## src/rtl/nexus_dsp_pkg.sv

```systemverilog
// Shared constants and arithmetic helpers for the Nexus DSP accumulation path.
// sat_add is only referenced when MULT9X9_ACCUM_SAT_EN is defined.
package nexus_dsp_pkg;

  localparam int MULT9X9_Z_W = 18;

  typedef enum logic [1:0] {
    BUF_EMPTY = 2'd0,
    BUF_ONE   = 2'd1,
    BUF_FULL  = 2'd2
  } buf_state_t;

  typedef struct packed {
    logic signed [63:0] sum;
    logic               ovf;
  } sat_res_t;

  // Sign-extend the low w bits of v to 64 bits.
  function automatic logic signed [63:0] sext(input logic [63:0] v, input int w);
    logic signed [63:0] t;
    t = signed'(v << (64 - w));
    return t >>> (64 - w);
  endfunction

  // Add two in-range w-bit values and clamp the result to the signed w-bit range.
  function automatic sat_res_t sat_add(input logic signed [63:0] a,
                                       input logic signed [63:0] b,
                                       input int w);
    logic signed [63:0] s, hi, lo;
    sat_res_t r;
    s = a + b;
    hi = (64'sd1 <<< (w - 1)) - 64'sd1;
    lo = -(64'sd1 <<< (w - 1));
    r.sum = s;
    r.ovf = 1'b0;
    if (s > hi) begin
      r.sum = hi;
      r.ovf = 1'b1;
    end else if (s < lo) begin
      r.sum = lo;
      r.ovf = 1'b1;
    end
    return r;
  endfunction

endpackage

```

## src/rtl/mult9x9_accum_if.sv

```systemverilog
// Product-in / frame-sum-out handshake bundle for mult9x9_accum.
interface mult9x9_accum_if #(
  parameter int Z_W   = 18,
  parameter int ACC_W = 24
);
  logic [Z_W-1:0]   Z;
  logic             Z_VALID;
  logic             Z_READY;
  logic             CLR;
  logic [ACC_W-1:0] ACC;
  logic             ACC_VALID;
  logic             ACC_READY;
  logic             ACC_OVF;

  modport slave  (input  Z, Z_VALID, CLR, ACC_READY,
                  output Z_READY, ACC, ACC_VALID, ACC_OVF);
  modport master (output Z, Z_VALID, CLR, ACC_READY,
                  input  Z_READY, ACC, ACC_VALID, ACC_OVF);
endinterface

```

## src/rtl/dsp_acc_fifo2.sv

```systemverilog
// Two-entry result buffer; entry 0 is always the head. Push and pop may coincide.
//   state     | meaning
//   BUF_EMPTY | no entries, head invalid
//   BUF_ONE   | ent0 valid
//   BUF_FULL  | ent0 and ent1 valid
module dsp_acc_fifo2
  import nexus_dsp_pkg::*;
#(
  parameter int W = 25
) (
  input  logic         clk,
  input  logic         rst_n,
  input  logic         push,
  input  logic [W-1:0] push_data,
  input  logic         pop,
  output logic [W-1:0] head,
  output logic         head_valid,
  output logic         full
);

  buf_state_t   state, state_nxt;
  logic [W-1:0] ent0, ent1;
  logic         do_push, do_pop;

  assign do_pop  = pop && (state != BUF_EMPTY);
  assign do_push = push && ((state != BUF_FULL) || do_pop);

  always_ff @(posedge clk or negedge rst_n) begin
    if (!rst_n) state <= BUF_EMPTY;
    else        state <= state_nxt;
  end

  always_comb begin
    state_nxt = state;
    unique case (state)
      BUF_EMPTY: if (do_push) state_nxt = BUF_ONE;
      BUF_ONE: begin
        if (do_push && !do_pop)      state_nxt = BUF_FULL;
        else if (do_pop && !do_push) state_nxt = BUF_EMPTY;
      end
      BUF_FULL:  if (do_pop && !do_push) state_nxt = BUF_ONE;
      default:   state_nxt = BUF_EMPTY;
    endcase
  end

  always_comb begin
    head_valid = (state != BUF_EMPTY);
    full       = (state == BUF_FULL);
    head       = ent0;
  end

  // Pop shifts ent1 forward; a push in the same cycle lands in the slot left free.
  always_ff @(posedge clk or negedge rst_n) begin
    if (!rst_n) begin
      ent0 <= '0;
      ent1 <= '0;
    end else begin
      if (do_pop) ent0 <= ent1;
      if (do_push) begin
        if (state == BUF_EMPTY || (state == BUF_ONE && do_pop)) ent0 <= push_data;
        else                                                    ent1 <= push_data;
      end
    end
  end

endmodule

```

## src/rtl/mult9x9_accum.sv

```systemverilog
// Frame accumulator behind a MULT9X9 (REGOUTPUT=BYPASS): captures products, sums FRAME_LEN per frame.
// Optional macro MULT9X9_ACCUM_SAT_EN enables saturating adds and the ACC_OVF flag.
module mult9x9_accum
  import nexus_dsp_pkg::*;
#(
  parameter int Z_W       = MULT9X9_Z_W,
  parameter int ACC_W     = 24,
  parameter int FRAME_LEN = 4
) (
  input logic              CLK,
  input logic              RSTN,
  mult9x9_accum_if.slave   bus
);

  localparam int CNT_W = (FRAME_LEN > 1) ? $clog2(FRAME_LEN) : 1;

  logic [Z_W-1:0]   zr;
  logic             zr_v, zr_last, zr_first;
  logic [CNT_W-1:0] term_cnt;
  logic             last_term;
  logic [ACC_W-1:0] acc, sum;
  logic             accept, advance, push, pop, stall;
  logic             buf_valid, buf_full;

  assign last_term   = (term_cnt == CNT_W'(FRAME_LEN - 1));
  assign pop         = buf_valid && bus.ACC_READY;
  assign stall       = zr_v && zr_last && buf_full && !pop;
  assign bus.Z_READY = !stall && !bus.CLR;
  assign accept      = bus.Z_VALID && bus.Z_READY;
  assign advance     = zr_v && !stall && !bus.CLR;
  assign push        = advance && zr_last;

  // zr only ever loads Z so it can be packed into the multiplier's output register.
  always_ff @(posedge CLK or negedge RSTN) begin
    if (!RSTN) begin
      zr       <= '0;
      zr_v     <= 1'b0;
      zr_last  <= 1'b0;
      zr_first <= 1'b0;
      term_cnt <= '0;
    end else if (bus.CLR) begin
      zr_v     <= 1'b0;
      term_cnt <= '0;
    end else if (accept) begin
      zr       <= bus.Z;
      zr_v     <= 1'b1;
      zr_last  <= last_term;
      zr_first <= (term_cnt == '0);
      term_cnt <= last_term ? '0 : term_cnt + CNT_W'(1);
    end else if (advance) begin
      zr_v     <= 1'b0;
    end
  end

  always_ff @(posedge CLK or negedge RSTN) begin
    if (!RSTN)        acc <= '0;
    else if (bus.CLR) acc <= '0;
    else if (advance) acc <= zr_last ? '0 : sum;
  end

`ifdef MULT9X9_ACCUM_SAT_EN
  localparam int D_W = ACC_W + 1;
  sat_res_t res;
  logic     ovf_frame, push_ovf;
  logic [D_W-1:0] head;

  assign res      = sat_add(zr_first ? 64'sd0 : sext(64'(acc), ACC_W),
                            sext(64'(zr), Z_W), ACC_W);
  assign sum      = res.sum[ACC_W-1:0];
  assign push_ovf = ovf_frame | res.ovf;

  always_ff @(posedge CLK or negedge RSTN) begin
    if (!RSTN)        ovf_frame <= 1'b0;
    else if (bus.CLR) ovf_frame <= 1'b0;
    else if (advance) ovf_frame <= zr_last ? 1'b0 : push_ovf;
  end

  dsp_acc_fifo2 #(.W(D_W)) u_fifo (
    .clk        (CLK),
    .rst_n      (RSTN),
    .push       (push),
    .push_data  ({push_ovf, sum}),
    .pop        (pop),
    .head       (head),
    .head_valid (buf_valid),
    .full       (buf_full)
  );

  assign bus.ACC     = head[ACC_W-1:0];
  assign bus.ACC_OVF = head[ACC_W];
`else
  logic [ACC_W-1:0] head;

  // Wraps modulo 2^ACC_W; the size cast sign-extends the product.
  assign sum = (zr_first ? '0 : acc) + ACC_W'(signed'(zr));

  dsp_acc_fifo2 #(.W(ACC_W)) u_fifo (
    .clk        (CLK),
    .rst_n      (RSTN),
    .push       (push),
    .push_data  (sum),
    .pop        (pop),
    .head       (head),
    .head_valid (buf_valid),
    .full       (buf_full)
  );

  assign bus.ACC     = head;
  assign bus.ACC_OVF = 1'b0;
`endif

  assign bus.ACC_VALID = buf_valid;

endmodule

```

## src/flat_wrapper.sv

```systemverilog
// flat-port wrapper written by rule: the top's interface ports become plain ports
module mult9x9_accum_flat import nexus_dsp_pkg::*;
#(
  parameter int Z_W       = MULT9X9_Z_W,
  parameter int ACC_W     = 24,
  parameter int FRAME_LEN = 4
)
  (CLK, RSTN, bus_Z, bus_Z_VALID, bus_CLR, bus_ACC_READY, bus_Z_READY, bus_ACC, bus_ACC_VALID, bus_ACC_OVF);
  mult9x9_accum_if #(.Z_W(Z_W), .ACC_W(ACC_W)) bus_i ();
  input logic CLK;
  input logic RSTN;
  input wire logic [$bits(bus_i.Z)-1:0] bus_Z;
  input wire logic [$bits(bus_i.Z_VALID)-1:0] bus_Z_VALID;
  input wire logic [$bits(bus_i.CLR)-1:0] bus_CLR;
  input wire logic [$bits(bus_i.ACC_READY)-1:0] bus_ACC_READY;
  output wire logic [$bits(bus_i.Z_READY)-1:0] bus_Z_READY;
  output wire logic [$bits(bus_i.ACC)-1:0] bus_ACC;
  output wire logic [$bits(bus_i.ACC_VALID)-1:0] bus_ACC_VALID;
  output wire logic [$bits(bus_i.ACC_OVF)-1:0] bus_ACC_OVF;
  assign bus_i.Z = bus_Z;
  assign bus_i.Z_VALID = bus_Z_VALID;
  assign bus_i.CLR = bus_CLR;
  assign bus_i.ACC_READY = bus_ACC_READY;
  assign bus_Z_READY = bus_i.Z_READY;
  assign bus_ACC = bus_i.ACC;
  assign bus_ACC_VALID = bus_i.ACC_VALID;
  assign bus_ACC_OVF = bus_i.ACC_OVF;
  mult9x9_accum #(.Z_W(Z_W), .ACC_W(ACC_W), .FRAME_LEN(FRAME_LEN)) u_core (.CLK(CLK), .RSTN(RSTN), .bus(bus_i));
endmodule
```

## config.mk

```make
export PLATFORM = sky130hd
export DESIGN_NAME = mult9x9_accum_flat
export DESIGN_NICKNAME = d
export VERILOG_FILES = /design/src/rtl/nexus_dsp_pkg.sv /design/src/rtl/mult9x9_accum_if.sv /design/src/rtl/dsp_acc_fifo2.sv /design/src/rtl/mult9x9_accum.sv /design/src/flat_wrapper.sv
export SDC_FILE = /design/constraint.sdc
export NUM_CORES = 1
export LEC_CHECK = 0
export BUFFER_PORTS_ARGS = -buffer_cell sky130_fd_sc_hd__buf_2
export CORE_MARGIN = 2
export CORE_UTILIZATION = 40
export CTS_CLUSTER_DIAMETER = 80
export DETAILED_ROUTE_END_ITERATION = 6
export PLACE_DENSITY_LB_ADDON = 0.1
export SYNTH_ARGS = -nofsm -noshare
export SYNTH_HDL_FRONTEND = slang
export SYNTH_HIERARCHICAL = 1
export SYNTH_SLANG_ARGS = --single-unit
export TNS_END_PERCENT = 10
```

## constraint.sdc

```tcl
create_clock -name CLK -period 3.2 [get_ports CLK]
set_input_delay 0.32 -clock CLK [delete_from_list [all_inputs] [get_ports CLK]]
set_output_delay 0.32 -clock CLK [all_outputs]
set_load 0.1 [all_outputs]
```

# Yosys cells after proc, flatten, opt, wreduce, memory -nomap -nowiden
# Cells that the tools add are included.
# totals
wordCells	68
out_inout_bits	27
reg_bits	97
in_bits	23
# classes
n_bitwise	2
muxes	18
n_reduce_logical	30
eq_ne	7
add_sub_neg	2
# op_table
operator	n
24-bit two-way mux	7
24-bit adder	1
1-bit logical AND	14
2-bit two-way mux	7
2-bit inequality test, second input constant	3
2-bit one-hot mux with 3 select lines	1
2-bit nonzero test	3
1-bit zero test	5
2-bit == test, second input constant	2
2-bit zero test	2
2-bit AND reduction	2
1-bit two-way mux	3
3-bit inequality test, second input constant	1
3-bit AND reduction	1
3-bit nonzero test	1
2-bit by 1-bit adder with 2-bit output, second input constant	1
2-bit by 1-bit == test with 1-bit output, second input constant	1
1-bit logical OR	2
1-bit inverter	2

# Logic depth before layout (Yosys ltp)
# logic_depth
word_depth	14
mapped_depth	13
ltp_nobuf	12

# By module
# Netlist, hierarchy kept.
# modules_own_cells
module	area_per_inst_um2	seq_area_each_um2	n_inst	cells_each
mult9x9_accum	3348.2	1176.1	1	378
dsp_acc_fifo2	2449.8	1251.2	1	147

# Worst setup path after synthesis
# No wires, ideal clock.
# synth_path
path_kind	register to register
from	register u_core.u_fifo.state[0]
to	register u_core.u_fifo.ent1[10]
path_stages_with_launch	10
arrival_ns	3.796
period_less_slack_ns	3.921
n_path_buf	2
slack_ns	-0.721
setup_ns	0.125
required_time_ns	3.075
cell_sequence	dfrtp_1 or2_2 nand2_1 and4_1 nor2_1 and3_1 a21bo_1 buf_6 buf_6 mux2_4
# synth_via
elab_chain_len	10
elab_cells_between_ends	20
cone_classes	eq/ne (3); bitwise (1); reduce/logical (16)
# synth_rtl
element	line_no	rtl
from (decl)	dsp_acc_fifo2.sv:21	buf_state_t state, state_nxt;
from (signal assigned)	dsp_acc_fifo2.sv:30	else state <= state_nxt;
2-bit nonzero test	dsp_acc_fifo2.sv:47	head_valid = (state != BUF_EMPTY);
via bus_ACC_VALID	flat_wrapper.sv:18	output wire logic [$bits(bus_i.ACC_VALID)-1:0] bus_ACC_VALID;
1-bit logical AND	mult9x9_accum.sv:26	assign pop = buf_valid && bus.ACC_READY;
1-bit zero test	mult9x9_accum.sv:27	assign stall = zr_v && zr_last && buf_full && !pop;
1-bit logical AND	mult9x9_accum.sv:27	
1-bit zero test	mult9x9_accum.sv:30	assign advance = zr_v && !stall && !bus.CLR;
1-bit logical AND (2 in series)	mult9x9_accum.sv:30	
1-bit logical AND	mult9x9_accum.sv:31	assign push = advance && zr_last;
via u_core.push	mult9x9_accum.sv:22	logic accept, advance, push, pop, stall;
1-bit logical AND	dsp_acc_fifo2.sv:26	assign do_push = push && ((state != BUF_FULL) || do_pop);
2-bit AND reduction (no line)	n/a	
to (signal assigned)	dsp_acc_fifo2.sv:61	else ent1 <= push_data;
to (decl)	dsp_acc_fifo2.sv:22	logic [W-1:0] ent0, ent1;
# The timed path passes the listed nets, and every way through them passes these cells.
# A chain may end at the register's enable or synchronous reset.

# Worst setup path in the final report
# layout_path
from	register u_core.zr_first
to	register u_core.u_fifo.ent1[21]
# layout_via
elab_chain_len	2
# layout_rtl
element	line_no	rtl
from (decl)	mult9x9_accum.sv:18	logic zr_v, zr_last, zr_first;
from (signal assigned)	mult9x9_accum.sv:48	zr_first <= (term_cnt == '0);
24-bit two-way mux	mult9x9_accum.sv:95	assign sum = (zr_first ? '0 : acc) + ACC_W'(signed'(zr));
24-bit adder	mult9x9_accum.sv:95	
via u_core.sum[21]	mult9x9_accum.sv:21	logic [ACC_W-1:0] acc, sum;
# The timed path passes the listed nets, and every way through them passes these cells.

==> key figures <==
Global routing
  • Vias in the first global route: 4247
  • Largest net degree at the start of global routing: 52
  • Total track usage: 17.6%
  • Global-route wire length before repair: 22100 um
  • Grt total ovfl: 0
  • Antenna violations before repair: 0

Floorplanning
  • Row cnt: 43
  • DIE HEIGHT: 124 um
  • Core area: 14000 um^2
  • Io pins: 50
  • Die area: 15500 um^2
  • Die width: 124 um
  • Starting Density: 41.3%

Yosys
  • Sequential fraction of the synthesis area: 41.9%
  • Area contributors post-synth: dfrtp_1 (42%), mux2_4 (12%), ha_1 (5.8%)
  • Count leader, synth: dfrtp_1
  • Synth top area share: 41.9%
  • Number of synthesized flops with an enable pin: 0
  • Avg Cell Area, Syn: 11.0 um^2
  • Ys Warns: 6
  • Syn Inst Count: 525
  • Syn Nets: 576
  • Synthesized area: 5800 um^2
  • Main flop type after synthesis: dfrtp_1
  • Async set-reset flop share out of synthesis: 100%
  • Commonest cells in the netlist: dfrtp_1 (97), nand2_1 (75), mux2_4 (48)
  • Distinct cells, synth: 59
  • Post-synth top area cell: dfrtp_1
  • Flops & latches, synth: 97

Power and ir drop
  • P per Cell Area: 581 nW/um^2
  • Power Total: 0.00382 W
  • Worst IR Drop VDD: 276 uV
  • Leakage: 3.49 nW

Detailed routing
  • Avg Vias per Cell: 5.25
  • DRT Pass-1 Iters: 4
  • Post-route DRC: 0
  • Drt wl/cell: 16.9 um
  • Initial DRC count: 170
  • Final WL: 12900 um
  • Final ANT Viol Nets: 0
  • Total number of vias: 4019

Clock network
  • Hold_buf cts: 0
  • Worst skew pair latency: 0.35 ns
  • H-tree depth: 3
  • Sinks on Clock Net: 97
  • CTS tree: done
  • Root Driver: clkbuf_16
  • Clk buf depth: 2
  • Reg clk slew, reported paths: 0.07 ns
  • CTS buffer count: 9

Layout
  • Syn-to-layout area delta: 13.4%
  • Share of layout cells above drive strength 1: 30.8%
  • Fill count: 1311
  • N_diodes: 0
  • Fin nets: 631
  • Final cell count without fillers: 765
  • Register area: 2430 um^2
  • Area of the multi-input gates: 3170 um^2

Worst setup path
  • Worst Path Required: 3.44 ns
  • Worst-path fanout max: 10
  • Critical path data arrival time: 3.21 ns
  • CP startpoint kind: flop
  • WS Path Type: reg -> reg
  • Nature of the critical path endpoint: flop
  • Reg2reg start: u_core/zr_first
  • Crit path from: u_core/zr_first

Place
  • Routability cong.: 0.882
  • Placed Cells: 749
  • Dpl hpwl: 9280 um
  • Port bufs: 48
  • Post-place setup slack: 0.140 ns

Timing
  • Fmax: 336 MHz
  • Final Skew: 0.00640 ns
  • Hold Violations, Final: 0
  • Max-slew violations: 0
  • Final setup fails: 0
  • Final Critical Period: 2.98 ns
  • Final WS setup: 0.223 ns
  • Worst slew pin tran: 0.900 ns
  • RSZ-0062 raised after global routing: false
  • Slew HR: 40.0%
  • Part of the cycle the worst path needs: 93.0%
  • Setup TNS: 0 ns

Outcome
  • Status: complete, no violations

Job
  • Max Cap Viol: 0

Worst hold path
  • HP Class: in -> async
-- area by class of cell --
cell class,instances,area share (%)
flip-flops and latches,97,36.9
repair buffers,68,6.36
inverters,12,0.685
multi-input cells,392,48.3
clock inverters,5,0.457
clock buffers,11,3.84
well taps,180,3.43
-- flip-flops by register name (all words and copies together) (netlist names) --
name                 count
u_core/acc              24
u_core/u_fifo/ent1      24
u_core/u_fifo/head      24
u_core/zr               18
u_core/term_cnt          2
u_core/u_fifo/state      2
u_core/zr_first          1
u_core/zr_last           1
u_core/zr_v              1
-- routing by layer --
| layer | wire [um] | GRT usage, % | share of wire, % |
|---|---|---|---|
| met2 | 5980 | 27.7 | 46 |
| met3 | 320 | 3.52 | 2.5 |
| met5 | 0 | 0 | 0 |
| met1 | 6440 | 24.7 | 50 |
| met4 | 204 | 5.09 | 1.6 |
-- metrics by stage --
| stage | instance area [um^2] | util (%) | hold WS (ns) |
|---|---|---|---|
| 2_1_floorplan | 5810 | - | 0.0244 |
| 3_3_place_gp | 6270 | 44.7 | 0.404 |
| 3_5_place_dp | 6270 | 44.7 | 0.413 |
| 4_1_cts | 6560 | 46.7 | 0.0385 |
| 5_1_grt | 6570 | 46.8 | 0.0603 |
| 6_report | 6570 | 46.8 | 0.00906 |
-- worst paths after layout --
| path | end | slack (ns) | cells past startpoint |
|---|---|---|---|
| setup / recovery | u_core/u_fifo/ent1[21] | 0.22 | 11 |
| hold / removal | u_core/acc[3] | 0.009 | 1 |
| setup reg to reg | u_core/u_fifo/ent1[21] | 0.22 | 11 |
| hold reg to reg | u_core/acc[18] | 0.48 | 2 |
| max in group asynchronous | u_core/zr_first | 2.49 | 2 |
| min in group CLK | u_core/zr[5] | 0.16 | 3 |
-- power by group --
group          leakage (nW)  switching [W]  internal [W]
Sequential             1.30       0.000100       0.00137
Combinational          2.05       0.000912      0.000408
Clock                 0.137       0.000468      0.000565
Total                  3.49        0.00148       0.00234
-- placed cells by master, fill, tap and decap left out, types with 10 or more instances in the layout --
cell     synthesis  layout
nor2b_1         24      23
ha_1            27      27
dfrtp_1         97      96
mux2_2          28      28
nor2_1          19      18
mux2_4          48      48
buf_2            1      47
nand2_1         75      75
xor2_1          10      10
inv_1           12      12
a22o_1          16      16
buf_4            5      19
a21oi_1         19      18
-- worst max-delay path, stage by stage (launching register included) --
cell,delay (ns)
dfrtp_2,0.45
buf_4,0.20
nor2b_1,0.06
ha_1,0.22
a211oi_1,0.25
o21bai_1,0.13
a21o_1,0.22
a211oi_4,0.36
a211oi_2,0.13
or3_1,0.37
and2_2,0.21
mux2_4,0.26
-- cells by family (layout without fill, tap and decap cells) --
family	count (synthesis)	in the layout	share of synthesized area, %
flip-flops	97	97	41.9
AO/OA/AOI/OAI	100	100	12.9
XOR/XNOR	19	19	2.87
multiplexers	79	79	18.4
AND/OR/NAND/NOR	165	165	13.9
other	1	1	0.0647
buffers and inverters	36	96	3.86
adder cells (fa/ha/maj)	28	28	6.17
-- timing repair --
item	4_1_cts	5_1_grt
setup endpoints to repair	0	18
setup buffers	0	0
resized for setup	0	6
Power figures use the tool's default switching activity.
